<file path="config.mk">
export PLATFORM = sky130hd
export DESIGN_NAME = pc_fetch_unit_flat
export DESIGN_NICKNAME = d
export VERILOG_FILES = /design/src/rtl/pc_fetch_unit_pkg.sv /design/src/rtl/pc_fetch_unit_if.sv /design/src/rtl/pc_fetch_unit_pc_reg.sv /design/src/rtl/pc_fetch_unit.sv /design/src/flat_wrapper.sv
export SDC_FILE = /design/constraint.sdc
export NUM_CORES = 1
export LEC_CHECK = 0
export ABC_CLOCK_PERIOD_IN_PS = 1900
export CAP_MARGIN = 20
export CORE_ASPECT_RATIO = 1.5
export CORE_MARGIN = 1
export CORE_UTILIZATION = 34
export CTS_CLUSTER_DIAMETER = 100
export DETAILED_ROUTE_END_ITERATION = 8
export GPL_TIMING_DRIVEN = 0
export PLACE_DENSITY = 0.84
export SETUP_SLACK_MARGIN = 0.1
export SLEW_MARGIN = 30
export SYNTH_ARGS = -nofsm -noshare
export SYNTH_HDL_FRONTEND = slang
export SYNTH_SLANG_ARGS = --single-unit
</file>
<file path="constraint.sdc">
create_clock -name clk -period 1.9 [get_ports clk]
set_input_delay 0.38 -clock clk [delete_from_list [all_inputs] [get_ports clk]]
set_output_delay 0.38 -clock clk [all_outputs]
set_load 0.01 [all_outputs]
</file>
<file path="src/rtl/pc_fetch_unit_pkg.sv">
// Shared types and constants for the MIPS instruction-fetch slice.
package mips_fetch_pkg;

  typedef enum logic [1:0] {
    IDLE,
    REQ,
    WAIT,
    VALID
  } fetch_state_t;

  localparam logic [31:0] PC_INCR          = 32'd4;
  localparam logic [31:0] NOP_INSTR        = 32'h0000_0000;
  localparam logic [31:0] DEFAULT_RESET_PC = 32'h0000_0000;
  localparam logic [31:0] PC_ALIGN_MASK    = 32'hFFFF_FFFC;

endpackage

</file>
<file path="src/rtl/pc_fetch_unit_if.sv">
// Instruction-memory request/grant/response bus.
// master: fetch unit side; slave: instruction memory side.
interface pc_fetch_unit_if;
  logic        imem_req;
  logic [31:0] imem_addr;
  logic        imem_gnt;
  logic        imem_rvalid;
  logic [31:0] imem_rdata;

  modport master (
    output imem_req,
    output imem_addr,
    input  imem_gnt,
    input  imem_rvalid,
    input  imem_rdata
  );

  modport slave (
    input  imem_req,
    input  imem_addr,
    output imem_gnt,
    output imem_rvalid,
    output imem_rdata
  );
endinterface

</file>
<file path="src/rtl/pc_fetch_unit_pc_reg.sv">
// 32-bit program counter with load enable; loaded values are word-aligned.
module pc_reg
  import mips_fetch_pkg::*;
#(
  parameter logic [31:0] RESET_PC = DEFAULT_RESET_PC
) (
  input  logic        clk,
  input  logic        rst_n,
  input  logic        load_en,
  input  logic [31:0] d,
  output logic [31:0] q
);

  // PC register; low two address bits are silently cleared on load.
  always_ff @(posedge clk or negedge rst_n) begin
    if (!rst_n) begin
      q <= RESET_PC;
    end else if (load_en) begin
      q <= d & PC_ALIGN_MASK;
    end
  end

endmodule

</file>
<file path="src/rtl/pc_fetch_unit.sv">
// Program counter and instruction-fetch sequencer.
// Optional WAIT-state timeout enabled by defining FETCH_TIMEOUT_EN.
module pc_fetch_unit
  import mips_fetch_pkg::*;
#(
  parameter logic [31:0] RESET_PC       = DEFAULT_RESET_PC,
  parameter int unsigned TIMEOUT_CYCLES = 64
) (
  input  logic                   clk,
  input  logic                   rst_n,
  input  logic [31:0]            NextPC,
  input  logic                   instr_ready,
  output logic [31:0]            PC,
  output logic [31:0]            PC_plus_4,
  output logic [31:0]            Instruction,
  output logic                   instr_valid,
  pc_fetch_unit_if.master        imem,
  output logic                   fetch_error
);

  fetch_state_t state_q, state_d;
  logic         pc_load;
  logic         instr_load;
  logic [31:0]  instr_d;
  logic         tmo_fire;

  pc_reg #(.RESET_PC(RESET_PC)) u_pc_reg (
    .clk     (clk),
    .rst_n   (rst_n),
    .load_en (pc_load),
    .d       (NextPC),
    .q       (PC)
  );

  assign PC_plus_4      = PC + PC_INCR;
  assign imem.imem_addr = PC;

`ifdef FETCH_TIMEOUT_EN
  logic [31:0] tmo_cnt;
  logic        fetch_error_q;

  // Timeout fires on the TIMEOUT_CYCLES-th consecutive WAIT cycle; a response
  // arriving on that same cycle still wins.
  assign tmo_fire = (state_q == WAIT) && !imem.imem_rvalid &&
                    (tmo_cnt == 32'(TIMEOUT_CYCLES - 1));

  // WAIT-cycle counter: counts while staying in WAIT, clears otherwise.
  always_ff @(posedge clk or negedge rst_n) begin
    if (!rst_n) begin
      tmo_cnt <= '0;
    end else if (state_q == WAIT && state_d == WAIT) begin
      tmo_cnt <= tmo_cnt + 32'd1;
    end else begin
      tmo_cnt <= '0;
    end
  end

  // Sticky fetch error, cleared only by reset.
  always_ff @(posedge clk or negedge rst_n) begin
    if (!rst_n) begin
      fetch_error_q <= 1'b0;
    end else if (tmo_fire) begin
      fetch_error_q <= 1'b1;
    end
  end

  assign fetch_error = fetch_error_q;
`else
  logic unused_tmo_cfg;
  assign unused_tmo_cfg = (TIMEOUT_CYCLES != 0);
  assign tmo_fire       = 1'b0;
  assign fetch_error    = 1'b0;
`endif

  // FSM state register.
  always_ff @(posedge clk or negedge rst_n) begin
    if (!rst_n) begin
      state_q <= IDLE;
    end else begin
      state_q <= state_d;
    end
  end

  // Next-state, handshake outputs and capture/load strobes.
  always_comb begin
    state_d       = state_q;
    imem.imem_req = 1'b0;
    instr_valid   = 1'b0;
    pc_load       = 1'b0;
    instr_load    = 1'b0;
    instr_d       = imem.imem_rdata;
    case (state_q)
      IDLE: begin
        state_d = REQ;
      end
      REQ: begin
        imem.imem_req = 1'b1;
        if (imem.imem_gnt) begin
          if (imem.imem_rvalid) begin
            instr_load = 1'b1;
            state_d    = VALID;
          end else begin
            state_d = WAIT;
          end
        end
      end
      WAIT: begin
        if (imem.imem_rvalid) begin
          instr_load = 1'b1;
          state_d    = VALID;
        end else if (tmo_fire) begin
          instr_load = 1'b1;
          instr_d    = NOP_INSTR;
          state_d    = VALID;
        end
      end
      VALID: begin
        instr_valid = 1'b1;
        if (instr_ready) begin
          pc_load = 1'b1;
          state_d = REQ;
        end
      end
      default: begin
        state_d = IDLE;
      end
    endcase
  end

  // Instruction register: written only on an accepted response or timeout.
  always_ff @(posedge clk or negedge rst_n) begin
    if (!rst_n) begin
      Instruction <= NOP_INSTR;
    end else if (instr_load) begin
      Instruction <= instr_d;
    end
  end

endmodule

</file>
<file path="src/flat_wrapper.sv">
// flat-port wrapper written by rule: the top's interface ports become plain ports
module pc_fetch_unit_flat import mips_fetch_pkg::*;
#(
  parameter logic [31:0] RESET_PC       = DEFAULT_RESET_PC,
  parameter int unsigned TIMEOUT_CYCLES = 64
)
  (clk, rst_n, NextPC, instr_ready, PC, PC_plus_4, Instruction, instr_valid, fetch_error, imem_imem_req, imem_imem_addr, imem_imem_gnt, imem_imem_rvalid, imem_imem_rdata);
  pc_fetch_unit_if imem_i ();
  input  logic clk;
  input  logic rst_n;
  input  logic [31:0] NextPC;
  input  logic instr_ready;
  output logic [31:0] PC;
  output logic [31:0] PC_plus_4;
  output logic [31:0] Instruction;
  output logic instr_valid;
  output logic fetch_error;
  output wire logic [$bits(imem_i.imem_req)-1:0] imem_imem_req;
  output wire logic [$bits(imem_i.imem_addr)-1:0] imem_imem_addr;
  input wire logic [$bits(imem_i.imem_gnt)-1:0] imem_imem_gnt;
  input wire logic [$bits(imem_i.imem_rvalid)-1:0] imem_imem_rvalid;
  input wire logic [$bits(imem_i.imem_rdata)-1:0] imem_imem_rdata;
  assign imem_imem_req = imem_i.imem_req;
  assign imem_imem_addr = imem_i.imem_addr;
  assign imem_i.imem_gnt = imem_imem_gnt;
  assign imem_i.imem_rvalid = imem_imem_rvalid;
  assign imem_i.imem_rdata = imem_imem_rdata;
  pc_fetch_unit #(.RESET_PC(RESET_PC), .TIMEOUT_CYCLES(TIMEOUT_CYCLES)) u_core (.clk(clk), .rst_n(rst_n), .NextPC(NextPC), .instr_ready(instr_ready), .PC(PC), .PC_plus_4(PC_plus_4), .Instruction(Instruction), .instr_valid(instr_valid), .imem(imem_i), .fetch_error(fetch_error));
endmodule
</file>
==> run_results.csv, run 1 <==
group,metric,value,unit
critical_path,start_kind,"flop",
route,vias,3075,
clocking,clock_latency,0.33,ns
critical_path,endpoint_kind,"output port",
power_and_ir_drop,ir_drop,0.00113,V
place,place_area,5470,um2
grt,antenna_found_initial,0,
timing,setup_ws,-0.383,ns
clocking,cts_tree,"yes",
grt,grt_overflow,0,
timing,finClkSkew,0.00625,ns
timing,rsz0062_at_grt,"true",
worst_hold_path,hp-class,"in2async",
critical_path,cp.arrival,1.90,ns
route,drtAntennaViolNets,0,
place,pre_cts_ws,-0.681,ns
route,wire_per_inst,16.0,um
timing,fmaxAchievable,0.438,GHz
die,initial_core_util,35.2,%
yosys,synth_cell_types,27,
yosys,synthArstFlopShare,100,%
timing,final-hold-violation-count,0,
grt,grt_pass1_vias,3122,
power_and_ir_drop,p_per_area,1750,nW/um2
status,outcome,"complete, but fails checks",
clocking,clockBufferDepth,2,
route,first_iter_violations,70,
power_and_ir_drop,leakagePower,3.11,nW
run,max_cap_viol_count,0,
timing,relSlewSlack,63.9,%
final_layout,final_common_cell,"clkdlybuf4s50_1",
route,dr.pass1.iters,4,
yosys,synth-seq-cells,64,
die,num_io_pins,200,
clocking,cts_made_buffers,9,
route,wl,10.4,mm
die,core,9360,um2
clocking,cts_max_level,3,
final_layout,fin_area,6480,um2
final_layout,final_layout_size_suffix_gt1_share,53.3,%
clocking,cts_num_sinks,64,
grt,grt_pass1_wl,15.1,mm
route,avgViaCountPerCell,4.72,
yosys,synth_edf_count,0,
yosys,dominantRegCellSynth,"dfrtp_1",
timing,maxSlewViolCount,0,
grt,grt_max_degree,45,
yosys,synth_cells,268,
final_layout,antenna-diode-count,0,
die,std_cell_rows,43,
grt,track_usage,20.5,%
timing,fin_crit,2.28,ns
yosys,syn_area_per_cell,12.3,um2
die,dieArea,10100,um2
timing,setup_viol,22,
final_layout,mostFrequentLayoutCells,"clkdlybuf4s50_1, buf_4, mux2_2",
yosys,ys_warn_count,0,
yosys,netlist_area,3300,um2
place,post-dp-hpwl,7.12,mm
timing,fin_crit_sh,120,%
die,die_x,82.4,um
clocking,clkSlewWorstSetupHoldPaths,0.05,ns
yosys,ys_seq_area_share,48.5,%
timing,tightest_slew,0.542,ns
route,drc,0,
clocking,cts-root-buf,"clkbuf_16",
critical_path,crit_type,"reg2out",
critical_path,required,1.52,ns
final_layout,syn2layout_area_growth,96.5,%
status,violations,"negative setup slack",
critical_path,cp_max_fo,3,
final_layout,nNetsFinal,608,
place,port_buffers,190,
timing,setup_tns,-6.43,ns
place,gp_congestion,0.726,
die,die_h,123,um
==> per-layer routing <==
layer	up-vias	global-route usage, %	routed length [um]
met5	-	0	0
met4	0	10.2	417
met3	36	6.84	824
met2	156	37.8	5780
met1	1467	19.6	3410
li1	1416	-	-
==> synthesized netlist by cell type, drive strengths merged (3+ instances only) <==
library cell	number	area, um2
ha	4	50.1
nand3	12	60.1
nor2	8	30.0
nand4	10	83.8
inv	9	33.8
clkbuf	3	11.3
dfrtp	64	1600
xor2	7	61.3
mux2	62	698
nand2	8	30.0
nor3	4	20.0
buf	40	293
and3	4	26.3
xnor2	21	184
==> final cells by class <==
type,instances,area (um2)
fillers,667,2880
repair buffers,250,2300
multi-input cells,158,1700
flip-flops and latches,64,1640
plain buffers,43,323
clock buffers,11,253
well taps,112,140
clock inverters,5,103
inverters,9,33.8
==> power by group <==
part | leakage, nW | internal, mW | switching, mW
Combinational | 2.20 | 3.93 | 2.80
Clock | 0.172 | 1.35 | 0.604
Sequential | 0.730 | 2.13 | 0.528
Total | 3.11 | 7.41 | 3.93
==> cell families (layout without fill, tap and decap cells) <==
kind of cell,count (synthesis),after routing,share of synthesized area [%]
AND/OR/NAND/NOR,52,52,9.86
multiplexers,63,63,21.5
buffers and inverters,52,318,10.2
AO/OA/AOI/OAI,4,4,0.834
other,1,7,0.114
XOR/XNOR,28,28,7.43
flip-flops,64,64,48.5
adder cells (fa/ha/maj),4,4,1.52
==> stage by stage <==
| stage | power [mW] | hold slack, ns | utilization (%) | instances |
|---|---|---|---|---|
| 5_1_grt | 12.0 | 0.513 | 69.3 | 652 |
| 3_5_place_dp | 8.97 | 0.296 | 58.4 | 577 |
| 4_1_cts | 11.1 | 0.484 | 65.9 | 639 |
| 3_3_place_gp | 8.79 | 0.489 | 58.2 | 576 |
| 2_1_floorplan | 5.58 | 0.0844 | - | 274 |
| 6_report | 11.3 | 0.494 | 69.3 | 652 |
==> critical path: stages (launching register included) <==
cell	delay [ns]
dfrtp_2	0.39
nand4_4	0.14
buf_6	0.15
nor4_4	0.27
buf_4	0.17
buf_6	0.10
nand3_4	0.07
xnor2_2	0.13
buf_2	0.16
==> registers in the layout, indices dropped and copies added (netlist names) <==
signal / flops
u_core.state_q: 2
u_core.Instruction: 32
u_core.u_pc_reg.q: 30
==> path summary, 6_finish.rpt <==
kind / startpoint / to / slack [ns] / cells after the start
max: u_core.u_pc_reg.q[13] / PC_plus_4[20] / -0.38 / 8
min in group clk: u_core.Instruction[16] / u_core.Instruction[16] / 0.50 / 1
max in group asynchronous: rst_n / u_core.u_pc_reg.q[26] / 0.85 / 3
max reg2reg: u_core.state_q[1] / u_core.Instruction[21] / 0.20 / 6
min: rst_n / u_core.u_pc_reg.q[8] / 0.49 / 2
min reg2reg: u_core.Instruction[16] / u_core.Instruction[16] / 0.50 / 1
==> repair_timing <==
item,in CTS,in global routing
hold buffers,1,0
gates resized for setup,197,58
pin swaps,28,25
setup buffers,46,17
endpoints found under the setup margin,114,77
endpoints found under the hold margin,20,0
Note: power is estimated with default switching activity, not from simulation.
==> run 2, diff against run 1 <==
ABC_CLOCK_PERIOD_IN_PS = 2200   (was 1900)
CORE_UTILIZATION = 35   (was 34)
GPL_ROUTABILITY_DRIVEN = 0   (was unset)
PLACE_DENSITY = 0.83   (was 0.84)
clock period = 2.2 ns   (was 1.9 ns; I/O delays follow)
==> run 2 against run 1 <==
Against the previous run:
- critical path type unchanged
- worst hold slack worse by 0.40 ns
- via count down 2.3%
- power down 17%
- the run still ends with negative setup slack left
- highest routed layer unchanged
- utilization down 2.4 points
- flip-flop and latch count unchanged
- critical path depth down 1
- routed wire length down 0.78%
- critical endpoint is now PC_plus_4[18]
- register-to-register slack better by 0.06 ns
==> run_results.csv, run 2 (same netlist as run 1, synthesis figures left out) <==
group,metric,value,unit
clocking,clock_latency,0.32,ns
critical_path,crit_type,"reg2out",
grt,grt_overflow,0,
final_layout,final_layout_size_suffix_gt1_share,46.4,%
route,dr.pass1.iters,4,
timing,finClkSkew,0.00419,ns
grt,grt_max_degree,39,
clocking,clockBufferDepth,2,
critical_path,r2r_slack,0.26,ns
final_layout,nNetsFinal,596,
grt,grt_pass1_wl,15.2,mm
grt,track_usage,20.9,%
route,wire_per_inst,16.2,um
timing,setup_tns,-1.24,ns
timing,setup_ws,-0.172,ns
power_and_ir_drop,ir_drop,0.000883,V
clocking,cts_num_sinks,64,
timing,relSlewSlack,58.6,%
final_layout,syn2layout_area_growth,86.5,%
die,initial_core_util,35.9,%
clocking,cts-root-buf,"clkbuf_16",
clocking,hold_buffers,0,
place,place_area,5380,um2
final_layout,antenna-diode-count,0,
die,core,9200,um2
critical_path,endpoint_kind,"output port",
timing,final-hold-violation-count,0,
route,drc,0,
critical_path,required,1.76,ns
timing,fin_crit_sh,108,%
grt,grt_pass1_vias,3085,
route,avgViaCountPerCell,4.70,
timing,maxSlewViolCount,0,
final_layout,reg_top3,"u_core.Instruction: 32 flops, u_core.u_pc_reg.q: 30 flops, u_core.state_q: 2 flops",
final_layout,final_common_cell,"clkdlybuf4s50_1",
status,outcome,"complete, but fails checks",
route,drtAntennaViolNets,0,
power_and_ir_drop,p_per_area,1540,nW/um2
route,first_iter_violations,41,
final_layout,area.sequential,1630,um2
clocking,cts_made_buffers,9,
final_layout,regMostFlops,"u_core.Instruction",
final_layout,largest_register_ffs,32,
place,pre_cts_ws,-0.656,ns
die,die_x,81.3,um
critical_path,start_kind,"flop",
timing,rsz0062_at_grt,"true",
timing,tightest_slew,0.621,ns
critical_path,cp.arrival,1.93,ns
clocking,cts_tree,"yes",
worst_hold_path,hp-class,"in2async",
place,post-dp-hpwl,7.16,mm
clocking,clkSlewWorstSetupHoldPaths,0.06,ns
critical_path,cp_max_fo,5,
die,die_h,121,um
clocking,cts_max_level,3,
place,port_buffers,190,
power_and_ir_drop,leakagePower,2.68,nW
final_layout,fin_area,6150,um2
critical_path,regToRegStartpoint,"u_core.state_q[0]",
timing,setup_viol,13,
final_layout,mostFrequentLayoutCells,"clkdlybuf4s50_1, buf_4, mux2_2",
final_layout,multiInputGateArea,1560,um2
route,wl,10.3,mm
run,max_cap_viol_count,0,
final_layout,instances_no_fill,640,
die,std_cell_rows,43,
die,dieArea,9830,um2
critical_path,timing.rr.end,"u_core.Instruction[30]",
timing,fmaxAchievable,0.422,GHz
route,vias,3005,
place,placed_cells,577,
status,violations,"negative setup slack",
grt,antenna_found_initial,0,
die,num_io_pins,200,
critical_path,reg2reg_depth,5,
final_layout,fillers,687,
timing,fin_crit,2.37,ns
run 2: worst max-delay path, cell delays in order, from the launching register on:
cell and delay (ns):
dfrtp_2 0.40, nand4_4 0.19, nor4_4 0.38, buf_4 0.19, buf_6 0.10, nand3_2 0.07, xnor2_1 0.13, buf_2 0.14
run 2: per-layer routing:
metal	vias to the layer above	part of all wire (%)	GRT usage (%)	wire, um
li1	1387	-	-	-
met1	1452	32	19.1	3340
met2	142	58	40.4	6000
met3	24	7.1	5.79	737
met4	0	2.6	9.49	269
met5	-	0	0	0
run 2: power by group:
group / internal, mW / switching (mW)
Clock: 0.909 / 0.533
Sequential: 1.83 / 0.566
Combinational: 3.39 / 2.23
Total: 6.13 / 3.32
run 2: final cells by class:
type | count | area share [%]
multi-input cells | 158 | 25.3
repair buffers | 238 | 35.5
clock buffers | 10 | 3.88
inverters | 9 | 0.549
plain buffers | 43 | 4.94
flip-flops and latches | 64 | 26.5
well taps | 112 | 2.28
clock inverters | 6 | 1.12
run 2: how the worst max path moves through the flow:
stage / depth (start not counted) / startpoint / end
after floorplan: 5 / u_core.u_pc_reg.q[2] / PC_plus_4[12]
after global placement: 1 / rst_n / u_core.Instruction[10]
after detailed placement: 6 / u_core.u_pc_reg.q[2] / PC_plus_4[12]
after CTS: 6 / u_core.u_pc_reg.q[21] / PC_plus_4[29]
after global routing: 7 / u_core.u_pc_reg.q[10] / PC_plus_4[25]
final: 7 / u_core.u_pc_reg.q[10] / PC_plus_4[18]
run 2: what timing repair did:
item,4_1_cts,5_1_grt
pin swaps,20,18
endpoints found under the hold margin,0,0
gates resized for setup,148,22
setup buffers,40,8
gates cloned,0,0
setup endpoints to repair,58,26
run 2: per-stage QoR:
step	total power, mW	util (%)	hold WS, ns
finish	9.45	66.9	0.0964
global route	9.98	66.9	0.129
CTS	9.43	65.8	0.103
detailed placement	7.64	58.5	0.452
global placement	7.49	58.3	0.490
floorplan	4.71	-	0.144
==> run 3, diff against run 2 <==
DONT_BUFFER_PORTS = 1   (was unset)
PLACE_DENSITY = 0.56   (was 0.83)
==> run 3 against run 2 <==
Against the previous run:
- the flow still finishes with violations (negative setup slack)
- highest routed layer unchanged
- largest power group is now sequential cells
- die area stayed put
- fmax grew 3.9%
- worst hold slack gained 0.16 ns
- utilization shrank 20 points
- sequential power up 26%
==> run_results.csv, run 3 (same netlist as run 1, synthesis figures left out) <==
group,metric,value,unit
route,wl_met2,3.97,mm
critical_path,crit_buf_inv,0,
place,port_buffers,0,
timing,tightest_slew,0.661,ns
critical_path,start_kind,"flop",
die,die_h,121,um
grt,grt_max_degree,65,
clocking,clock_latency,0.33,ns
route,avgViaCountPerCell,5.12,
critical_path,cp.arrival,1.84,ns
power_and_ir_drop,p_per_area,1660,nW/um2
final_layout,fillers,854,
clocking,clkSlewWorstSetupHoldPaths,0.06,ns
critical_path,crit_family,"simple AND/OR/NAND/NOR gates",
worst_hold_path,hp-class,"in2reg",
final_layout,final_common_cell,"mux2_2",
timing,rsz0062_at_grt,"true",
route,wl,7.59,mm
place,pre_cts_ws,-0.331,ns
grt,grt_overflow,0,
status,outcome,"complete, but fails checks",
clocking,cts_num_sinks,64,
status,violations,"negative setup slack",
critical_path,crit_type,"reg2out",
critical_path,slowest_stage,"dfrtp_2",
grt,antenna_found_initial,0,
power_and_ir_drop,ir_drop,0.000710,V
route,wl_met1,2.68,mm
place,place_area,3460,um2
final_layout,nNetsFinal,373,
critical_path,endpoint_kind,"output port",
die,dieArea,9830,um2
route,top_layer,"met4",
critical_path,worst-path-stages,4,
route,drtAntennaViolNets,0,
route,wl_met3,771,um
final_layout,syn2layout_area_growth,29.8,%
route,vias,2136,
clocking,cts_made_buffers,9,
route,first_iter_violations,51,
critical_path,cp_cell_sequence,"nand4_1, or3_4, nor3_4, xor2_2",
grt,grt_pass1_vias,2240,
critical_path,cp_max_fo,7,
final_layout,final_layout_size_suffix_gt1_share,64.3,%
timing,setup_viol,20,
clocking,cts_max_level,3,
die,die_x,81.3,um
timing,fin_crit_sh,104,%
worst_hold_path,hold_depth,1,
timing,fmaxAchievable,0.438,GHz
timing,setup_ws,-0.0827,ns
clocking,cts-root-buf,"clkbuf_16",
critical_path,required,1.76,ns
final_layout,regMostFlops,"u_core.Instruction",
die,initial_core_util,35.9,%
timing,relSlewSlack,56.0,%
timing,final-hold-violation-count,0,
route,drc,0,
final_layout,fin_area,4280,um2
place,post-dp-hpwl,5.50,mm
final_layout,mostFrequentLayoutCells,"mux2_2, buf_4, dfrtp_1",
clocking,cts_tree,"yes",
final_layout,antenna-diode-count,0,
critical_path,reg2reg_depth,4,
run,max_cap_viol_count,0,
die,core,9200,um2
grt,track_usage,15.8,%
timing,maxSlewViolCount,0,
die,num_io_pins,200,
clocking,clockBufferDepth,2,
final_layout,largest_register_ffs,32,
timing,fin_crit,2.28,ns
timing,finClkSkew,0.00677,ns
route,dr.pass1.iters,4,
route,wire_per_inst,18.2,um
grt,grt_pass1_wl,11.4,mm
critical_path,slowest_delay,0.48,ns
power_and_ir_drop,leakagePower,1.87,nW
die,std_cell_rows,43,
final_layout,reg_top3,"u_core.Instruction: 32 flops, u_core.u_pc_reg.q: 30 flops, u_core.state_q: 2 flops",
==> run 3: cell count changes in the layout (fill, tap and decap cells not counted), sizes merged <==
cell           change
dlymetal6s2s       -2
inv                +3
clkdlybuf4s50    -159
dlygate4sd3        +1
buf               -58
dlygate4sd2        -2
clkinv             +1
clkinvlp           -3
clkbuf             -4
==> run 3: metal layers <==
metal	track usage, %	up-vias
li1	-	944
met1	17.0	1054
met2	26.1	121
met3	6.24	17
met4	8.37	0
met5	0	-
==> run 3: report_power, final <==
part           total [mW]  switching [mW]  internal [mW]
combinational        2.64            1.18           1.46
clock                1.44           0.553          0.888
sequential           3.02            1.19           1.83
total                7.11            2.92           4.18
==> run 3: area by class of cell <==
cell class / count / area, um2 / area share, %
buffer: 43 / 304 / 7.10
clock buffer: 9 / 225 / 5.26
clock inverter: 7 / 77.6 / 1.81
inverter: 9 / 33.8 / 0.789
multi-input combinational: 158 / 1710 / 40.0
sequential: 64 / 1630 / 38.0
tap: 112 / 140 / 3.27
timing repair buffer: 15 / 161 / 3.77
==> run 3: timing repair <==
action,CTS,global route
hold buffers,2,0
endpoints found under the setup margin,55,55
endpoints found under the hold margin,64,0
pin swaps,16,6
buffers inserted,11,3
gates resized for setup,64,17
==> run 3: worst paths after layout <==
check / from / end / slack [ns]
worst max-delay path: u_core.u_pc_reg.q[5] / PC_plus_4[15] / -0.08
worst min-delay path: imem_imem_rdata[22] / u_core.Instruction[22] / 0.25
worst max register to register: u_core.state_q[0] / u_core.u_pc_reg.q[20] / 0.31
worst min register to register: u_core.Instruction[18] / u_core.Instruction[18] / 0.58
max in group asynchronous: rst_n / u_core.u_pc_reg.q[4] / 1.27
min in group asynchronous: rst_n / u_core.Instruction[18] / 0.64
==> run 3: per-stage QoR <==
step                hold WS, ns  setup TNS [ns]  util, %  power (mW)  std cells
finish                    0.254          -0.930     46.6        7.11        417
global route              0.236           -3.01     46.6        7.54        417
CTS                       0.241           -1.04     45.2        7.06        415
detailed placement        0.146           -2.86     37.6        5.20        386
global placement          0.146           -2.61     37.6        5.15        386
floorplan                 0.144               0        -        4.71        274
